--- config.mk ---
export PLATFORM = sky130hd
export DESIGN_NAME = gate_sequence_accumulator
export DESIGN_NICKNAME = d
export VERILOG_FILES = /design/src/rtl/gate_sequence_accumulator.sv
export SDC_FILE = /design/constraint.sdc
export NUM_CORES = 1
export LEC_CHECK = 0
export BUFFER_PORTS_ARGS = -buffer_cell sky130_fd_sc_hd__buf_4
export CORE_AREA = 5 5 150 152
export DETAILED_ROUTE_END_ITERATION = 8
export DIE_AREA = 0 0 155 157
export HOLD_SLACK_MARGIN = 0.02
export PLACE_DENSITY = 0.65
export SLEW_MARGIN = 20
export SYNTH_ARGS = -nofsm -noshare
export SYNTH_HDL_FRONTEND = slang
export SYNTH_SLANG_ARGS = --single-unit
--- constraint.sdc ---
create_clock -name clk -period 1.6 [get_ports clk]
set_input_delay 0.08 -clock clk [delete_from_list [all_inputs] [get_ports clk]]
set_output_delay 0.08 -clock clk [all_outputs]
set_load 0.01 [all_outputs]
--- src/rtl/gate_sequence_accumulator.sv ---
// rtl/gate_sequence_accumulator.sv - folds a stream of 2x2 gates into a running product via an external multiplier
// Optional watchdog on the multiply phase: define GATE_SEQ_ACC_TIMEOUT_EN.
module gate_sequence_accumulator #(
  parameter int WIDTH     = 19,
  parameter int FRAC_BITS = 16,
  parameter int CNT_WIDTH = 8,
  parameter int TIMEOUT   = 64
) (
  input  logic                 clk,
  input  logic                 reset,
  input  logic [WIDTH-1:0]     gate_r1c1,
  input  logic [WIDTH-1:0]     gate_r1c2,
  input  logic [WIDTH-1:0]     gate_r2c1,
  input  logic [WIDTH-1:0]     gate_r2c2,
  input  logic                 gate_valid,
  input  logic                 gate_last,
  output logic                 gate_ready,
  output logic [WIDTH-1:0]     mul_a_r1c1,
  output logic [WIDTH-1:0]     mul_a_r1c2,
  output logic [WIDTH-1:0]     mul_a_r2c1,
  output logic [WIDTH-1:0]     mul_a_r2c2,
  output logic [WIDTH-1:0]     mul_b_r1c1,
  output logic [WIDTH-1:0]     mul_b_r1c2,
  output logic [WIDTH-1:0]     mul_b_r2c1,
  output logic [WIDTH-1:0]     mul_b_r2c2,
  output logic                 mul_a_ready,
  output logic                 mul_b_ready,
  input  logic [WIDTH-1:0]     mul_r_r1c1,
  input  logic [WIDTH-1:0]     mul_r_r1c2,
  input  logic [WIDTH-1:0]     mul_r_r2c1,
  input  logic [WIDTH-1:0]     mul_r_r2c2,
  input  logic                 mul_completed,
  output logic [WIDTH-1:0]     res_r1c1,
  output logic [WIDTH-1:0]     res_r1c2,
  output logic [WIDTH-1:0]     res_r2c1,
  output logic [WIDTH-1:0]     res_r2c2,
  output logic                 res_valid,
  input  logic                 res_ready,
  output logic [CNT_WIDTH-1:0] gate_count,
  output logic                 busy
`ifdef GATE_SEQ_ACC_TIMEOUT_EN
  ,
  output logic                 err_timeout
`endif
);

  typedef enum logic [1:0] {ACCEPT, MUL, DRAIN, DONE} state_t;

  localparam logic [WIDTH-1:0] ONE = {{(WIDTH-1){1'b0}}, 1'b1} << FRAC_BITS;

  if (TIMEOUT < 1) begin : g_bad_timeout
    $error("TIMEOUT must be at least 1");
  end

  state_t           state;
  logic [WIDTH-1:0] acc_r1c1, acc_r1c2, acc_r2c1, acc_r2c2;
  logic [WIDTH-1:0] g_r1c1, g_r1c2, g_r2c1, g_r2c2;
  logic             g_last;
  logic             mul_ready;

`ifdef GATE_SEQ_ACC_TIMEOUT_EN
  localparam int TW = $clog2(TIMEOUT + 1);
  logic [TW-1:0] tmo_cnt;
`endif

  // Accumulator and captured gate feed the multiplier and result ports directly.
  assign mul_a_r1c1  = acc_r1c1;
  assign mul_a_r1c2  = acc_r1c2;
  assign mul_a_r2c1  = acc_r2c1;
  assign mul_a_r2c2  = acc_r2c2;
  assign mul_b_r1c1  = g_r1c1;
  assign mul_b_r1c2  = g_r1c2;
  assign mul_b_r2c1  = g_r2c1;
  assign mul_b_r2c2  = g_r2c2;
  assign res_r1c1    = acc_r1c1;
  assign res_r1c2    = acc_r1c2;
  assign res_r2c1    = acc_r2c1;
  assign res_r2c2    = acc_r2c2;
  assign mul_a_ready = mul_ready;
  assign mul_b_ready = mul_ready;

  always_ff @(posedge clk) begin
    if (reset) begin
      state      <= ACCEPT;
      acc_r1c1   <= ONE;
      acc_r1c2   <= '0;
      acc_r2c1   <= '0;
      acc_r2c2   <= ONE;
      g_r1c1     <= '0;
      g_r1c2     <= '0;
      g_r2c1     <= '0;
      g_r2c2     <= '0;
      g_last     <= 1'b0;
      gate_count <= '0;
      gate_ready <= 1'b1;
      mul_ready  <= 1'b0;
      res_valid  <= 1'b0;
      busy       <= 1'b0;
`ifdef GATE_SEQ_ACC_TIMEOUT_EN
      tmo_cnt     <= '0;
      err_timeout <= 1'b0;
`endif
    end else begin
      case (state)
        ACCEPT: begin
          if (gate_valid && gate_ready) begin
            g_r1c1     <= gate_r1c1;
            g_r1c2     <= gate_r1c2;
            g_r2c1     <= gate_r2c1;
            g_r2c2     <= gate_r2c2;
            g_last     <= gate_last;
            gate_ready <= 1'b0;
            mul_ready  <= 1'b1;
            busy       <= 1'b1;
            state      <= MUL;
`ifdef GATE_SEQ_ACC_TIMEOUT_EN
            tmo_cnt    <= '0;
`endif
          end
        end
        MUL: begin
          if (mul_completed) begin
            acc_r1c1  <= mul_r_r1c1;
            acc_r1c2  <= mul_r_r1c2;
            acc_r2c1  <= mul_r_r2c1;
            acc_r2c2  <= mul_r_r2c2;
            if (gate_count != {CNT_WIDTH{1'b1}})
              gate_count <= gate_count + 1'b1;
            mul_ready <= 1'b0;
            state     <= DRAIN;
          end
`ifdef GATE_SEQ_ACC_TIMEOUT_EN
          // Give up on this gate: accumulator untouched, sequence carries on.
          else if (tmo_cnt == TW'(TIMEOUT - 1)) begin
            mul_ready   <= 1'b0;
            err_timeout <= 1'b1;
            state       <= DRAIN;
          end else begin
            tmo_cnt <= tmo_cnt + 1'b1;
          end
`endif
        end
        DRAIN: begin
          // Wait out the completed flag so it is not mistaken for the next gate's.
          if (!mul_completed) begin
            if (g_last) begin
              res_valid <= 1'b1;
              state     <= DONE;
            end else begin
              gate_ready <= 1'b1;
              busy       <= 1'b0;
              state      <= ACCEPT;
            end
          end
        end
        DONE: begin
          if (res_ready) begin
            acc_r1c1   <= ONE;
            acc_r1c2   <= '0;
            acc_r2c1   <= '0;
            acc_r2c2   <= ONE;
            gate_count <= '0;
            res_valid  <= 1'b0;
            gate_ready <= 1'b1;
            busy       <= 1'b0;
            state      <= ACCEPT;
          end
        end
        default: begin
          state      <= ACCEPT;
          gate_ready <= 1'b1;
          mul_ready  <= 1'b0;
          res_valid  <= 1'b0;
          busy       <= 1'b0;
        end
      endcase
    end
  end

endmodule

## Yosys cells after proc, flatten, opt, wreduce, memory -nomap -nowiden

Cells that the tools add are included.

- Bits in registers: 167
- Input port bits: 158
- Logic and storage cells: 75

- $add $sub $neg: 1
- Equality and inequality tests: 11
- Muxes and demuxes: 35
- Reductions and logical operators: 13

Operators with widths:

| kind | number |
|---|---|
| $pmux 19 s2 | 4 |
| $mux 19 | 6 |
| $mux 8 | 3 |
| $pmux 8 s2 | 1 |
| $ne 2x2->1 const B | 7 |
| $reduce_and 4->1 | 3 |
| $mux 1 | 11 |
| $mux 2 | 5 |
| $add 8x1->8 const B | 1 |
| $ne 8x8->1 const B | 1 |
| $pmux 2 s4 | 1 |
| $pmux 1 s3 | 2 |
| $reduce_and 3->1 | 2 |
| $reduce_bool 2->1 | 3 |
| $reduce_and 5->1 | 1 |
| $eq 2x2->1 const B | 2 |
| $pmux 1 s2 | 2 |
| $reduce_bool 3->1 | 1 |
| $eq 2x1->1 const B | 1 |
| $logic_not 2->1 | 1 |
| $reduce_and 2->1 | 1 |
| $logic_and 1x1->1 | 1 |

## Logic depth before layout (Yosys ltp)

- Depth in word-level cells: 4
- Mapped depth: 7
- Depth with buffers taken out: 5

## Least setup slack after synthesis

Ideal clock, no wire load.

- Path kind: register to register
- Start point: register gate_count[0]
- End point: register gate_count[3]
- Data arrival time: 1750 ps
- Required time: 1530 ps
- Setup slack: -220 ps
- Stages on the path, launching flop included: 8
- Buffers on the path: 2
- Period minus slack after synthesis: 1820 ps
- Cells stage by stage: dfxtp_1 ha_1 and3_1 buf_6 and3_4 buf_6 or4_1 a21oi_1

- Longest elaborated chain between the ends: 4
- Elaborated cells on any way between the ends: 7
- Classes of those cells: add/sub (1); eq/ne (2); mux (3); reduce/logical (1)

RTL lines:

| item | line | RTL |
|---|---|---|
| from (decl) | 39 | `output logic [CNT_WIDTH-1:0] gate_count,` |
| from (signal assigned) | 128 | `gate_count <= gate_count + 1'b1;` |
| $add 8x1->8 | 128 |  |
| $mux 8 | 127 | `if (gate_count != {CNT_WIDTH{1'b1}})` |
| $mux 8 | 122 | `if (mul_completed) begin` |
| $pmux 8 s2 | 104 | `case (state)` |

Parallel ways exist; a longest one is shown, timed or not. The select of a mux whose other input is x is not followed.
A chain may end at the register's enable or synchronous reset.

## Final worst setup path

- Start point: register gate_count[0]
- End point: register gate_count[0]

The elaborated chain is that of the path after synthesis.

==> results_tabular.tex <==
\begin{tabular}{lr}
\hline
Metric & Value \\
\hline
\multicolumn{2}{l}{\textbf{Finish}} \\
Area growth from synthesis to layout & 78.7\% \\
Layout cell share with drive strength beyond 1 & 37.7\% \\
FILL cells & 1,823 \\
Final standard cell utilization of the core & 54.6\% \\
Commonest cells after routing, fill and taps aside & sky130\_fd\_sc\_hd\_\_buf\_4, sky130\_fd\_sc\_hd\_\_nand2\_1, sky130\_fd\_sc\_hd\_\_dfxtp\_1 \\
Most frequent standard cell in the layout excluding fill and tap cells & sky130\_fd\_sc\_hd\_\_buf\_4 \\
Number of nets in the final layout & 1,369 \\
\# diodes & 0 \\
Number of non-filler instances in the completed layout & 1,498 \\
\multicolumn{2}{l}{\textbf{Timing}} \\
Setup TNS & 0 ps \\
Worst-Margin Slew & 493 ps \\
Shortest clock period the worst path allows after layout & 1530 ps \\
Setup repair after global routing missed its margin & true \\
Max Slew Vio Count & 0 \\
Setup violation total in the final timing report & 0 \\
Crit share post-route & 95.8\% \\
Final Hold Fails & 0 \\
Achievable frequency & 653 MHz \\
Worst clock skew & 7.47 ps \\
PnR worst setup slack & 68.0 ps \\
Worst Hold Slack & 79.4 ps \\
Tightest slew margin relative to the limit & 67.0\% \\
\multicolumn{2}{l}{\textbf{Setup path}} \\
Worst reg-to-reg path cell count & 5 \\
Crit path launch type & flip-flop \\
Worst path cell trace & ha\_4, and3\_4, a31oi\_1, nor2\_1, a211oi\_1 \\
Worst reg2reg setup slack & 70 ps \\
Endpoint arrival time on the critical path & 1850 ps \\
Crit-path max FO & 6 \\
Start point of the critical path & gate\_count[0] \\
Critical path buffer and inverter count & 0 \\
WS Path Type & flip-flop to flip-flop \\
Slowest stage cell, crit path & sky130\_fd\_sc\_hd\_\_a31oi\_1 \\
Data required, critical path & 1920 ps \\
Critical register-to-register path startpoint & gate\_count[0] \\
Terminus of the critical flop-to-flop path & gate\_count[0] \\
Cell family contributing the most delay on the critical path & compound AO/OA/AOI/OAI gates \\
Biggest cell delay along the critical path & 420 ps \\
CP endpoint kind & flip-flop \\
\multicolumn{2}{l}{\textbf{Yosys}} \\
Compound-cell area share of the yosys netlist & 17.6\% \\
Combinational family with the most area after synthesis & compound AO/OA/AOI/OAI gates \\
Simple-gate area share of the yosys netlist & 16.7\% \\
Largest area contributor in the synthesized netlist & sky130\_fd\_sc\_hd\_\_dfxtp\_1 \\
Portion of the post-synthesis area used by sequential elements & 52.4\% \\
Largest cells by area after synthesis & sky130\_fd\_sc\_hd\_\_dfxtp\_1, sky130\_fd\_sc\_hd\_\_nand2\_1, sky130\_fd\_sc\_hd\_\_buf\_4 \\
Cell variety after synth & 36 \\
Async set or reset register ratio after synthesis & 0\% \\
Multiplexer area fraction after synthesis & 0.333\% \\
XOR/XNOR share of the synthesized area & 0\% \\
Number of enable-type register cells in the synthesized netlist & 0 \\
Flops \& latches, synth & 167 \\
Total number of yosys warnings & 0 \\
Synthesized area per cell & 8.49 um2 \\
Leading register cell type out of synthesis & sky130\_fd\_sc\_hd\_\_dfxtp\_1 \\
Yosys top cell area share & 52.4\% \\
Synthesized netlist net count & 911 \\
Post-Syn Instances & 752 \\
Synthesized area & 6380 um2 \\
Adder-cell share of the synthesized area & 0.196\% \\
\multicolumn{2}{l}{\textbf{Pwr}} \\
Power per Cell Area & 1240 nW/um2 \\
Leakage power of the design & 5.15 nW \\
Part of the power in the clock network & 29.4\% \\
Sequential power share & 36.8\% \\
Worst VDD drop & 0.000859 V \\
Switching pwr & 4.72 mW \\
Combinational power share & 33.7\% \\
Fraction of power spent switching nets & 33.4\% \\
Int Pwr & 9.39 mW \\
\multicolumn{2}{l}{\textbf{Clocking}} \\
Number of setup buffers added after CTS & 0 \\
Clock sink count & 167 \\
Inserted Clock Buffers & 17 \\
Clock tree from TritonCTS & done \\
Clock Path Buffers & 2 \\
CTS clk-pin slew, worst paths & 70 ps \\
H-tree depth & 4 \\
Clock network latency to the later pin of the worst-skew pair & 420 ps \\
Root Driver & sky130\_fd\_sc\_hd\_\_clkbuf\_16 \\
\multicolumn{2}{l}{\textbf{Hold path}} \\
Number of cells on the worst hold path & 4 \\
Hold Crit Endpoint & res\_valid \\
Start point of the worst min-delay path & mul\_completed \\
Class of the tightest hold or removal check & input pin to flip-flop \\
\multicolumn{2}{l}{\textbf{Run}} \\
Max-cap violation count & 0 \\
\multicolumn{2}{l}{\textbf{GRT}} \\
Total routing resource utilization after global routing & 19.1\% \\
Via count of the first global-routing pass & 7,082 \\
Pin count of the biggest net entering global routing & 81 \\
Global-route wire length before repair & 37,500 um \\
Global route total overflow & 0 \\
Number of antenna violations at the first check in global routing & 0 \\
\multicolumn{2}{l}{\textbf{Routing}} \\
Routed length per placed instance & 16.8 um \\
\# DRC & 0 \\
Number of DRC violations after detailed-routing iteration 0 & 307 \\
Routed wire length & 25,200 um \\
Remaining number of nets flagged by the antenna check after routing & 0 \\
Drt pass-1 iters & 7 \\
Routed vias & 6,929 \\
Via/cell ratio & 4.63 \\
\multicolumn{2}{l}{\textbf{Die}} \\
Area of the core region & 20,900 um2 \\
Width of the die & 155 um \\
Die boundary height & 157 um \\
Starting density of the core & 30.6\% \\
Die area & 24,300 um2 \\
Count of standard-cell rows & 53 \\
I/O Pins & 399 \\
\multicolumn{2}{l}{\textbf{Placement}} \\
Number of cells after detailed placement & 1,310 \\
Worst setup slack before clock tree synthesis & 16.7 ps \\
Routability congestion estimate from global placement & 0.800 \\
Number of I/O port buffers & 398 \\
Hpwl dp & 16,700 um \\
\multicolumn{2}{l}{\textbf{Run status}} \\
Run status & complete, no violations \\
\hline
\end{tabular}
==> cell usage after synthesis (all sizes together) (4+ instances only) <==
master    n
nand3b    4
a21oi    87
buf      89
clkbuf   43
nand2   167
a22oi    74
nor2     81
dfxtp   167
==> flip-flops by register name, indices dropped and copies added (netlist names), 2 cells and up <==
| name | cells |
|---|---|
| mul_b_r1c1 | 19 |
| mul_a_r2c1 | 19 |
| mul_b_r2c1 | 19 |
| mul_b_r1c2 | 19 |
| state | 2 |
| gate_count | 8 |
| mul_a_r2c2 | 19 |
| mul_a_r1c1 | 19 |
| mul_b_r2c2 | 19 |
| mul_a_r1c2 | 19 |
==> cell type report <==
type	instances	area, um2	share of cell area [%]
Sequential cell	167	3350	29.3
Timing Repair Buffer	571	4850	42.5
Clock buffer	18	439	3.85
Tap cell	275	344	3.02
Inverter	2	7.51	0.0658
Multi-Input combinational cell	451	2270	19.9
Clock inverter	14	151	1.33
==> per-stage QoR <==
stage | cell area (um2) | total power, mW
global route | 11400 | 14.9
detailed placement | 9200 | 9.57
CTS | 11300 | 14.1
floorplan | 6410 | 7.46
global placement | 9200 | 9.51
finish | 11400 | 14.1
==> power by group through the flow <==
stage	Clock, mW	Combinational [mW]	Sequential, mW
6_report	4.15	4.76	5.20
5_1_grt	4.45	5.16	5.28
4_1_cts	4.27	4.61	5.19
3_5_place_dp	0	4.28	5.28
3_3_place_gp	0	4.26	5.26
2_1_floorplan	0	1.99	5.46
==> worst reg2reg max path: cells and delay by family (launching register included) <==
kind	cells	cell delay, ps
simple gates	2	270
flops	1	370
fa+ha+maj	1	160
compound gates	2	640
==> how the worst max path moves through the flow <==
stage	endpoint	slack [ps]	cells past startpoint
final	gate_count[0]	70	5
after global routing	g_last	-3	5
after CTS	gate_count[1]	50	5
after detailed placement	gate_count[1]	20	5
after global placement	gate_count[1]	70	5
after floorplan	gate_count[5]	-70	7
==> routing by layer <==
metal / GRT usage [%] / vias to the layer above / share of wire (%) / wire, um
met3: 5.94 / 28 / 8.2 / 2060
met4: 5.76 / 0 / 1.9 / 470
met5: 0 / - / 0 / 0
li1: - / 3378 / - / -
met2: 33.6 / 317 / 50 / 12600
met1: 22.3 / 3206 / 40 / 10100
==> cell families after synthesis <==
logic type	count (synthesis)
buf+inv	134
simple gates	269
compound gates	179
fa+ha+maj	1
flops	167
mux	2
==> what timing repair did <==
item,4_1_cts,5_1_grt
setup endpoints to repair,1,19
pin swaps,0,1
cloned,0,2
resized for setup,1,5
hold endpoints to repair,155,0
hold buffers,154,0
Note: power is estimated with default switching activity, not from simulation.
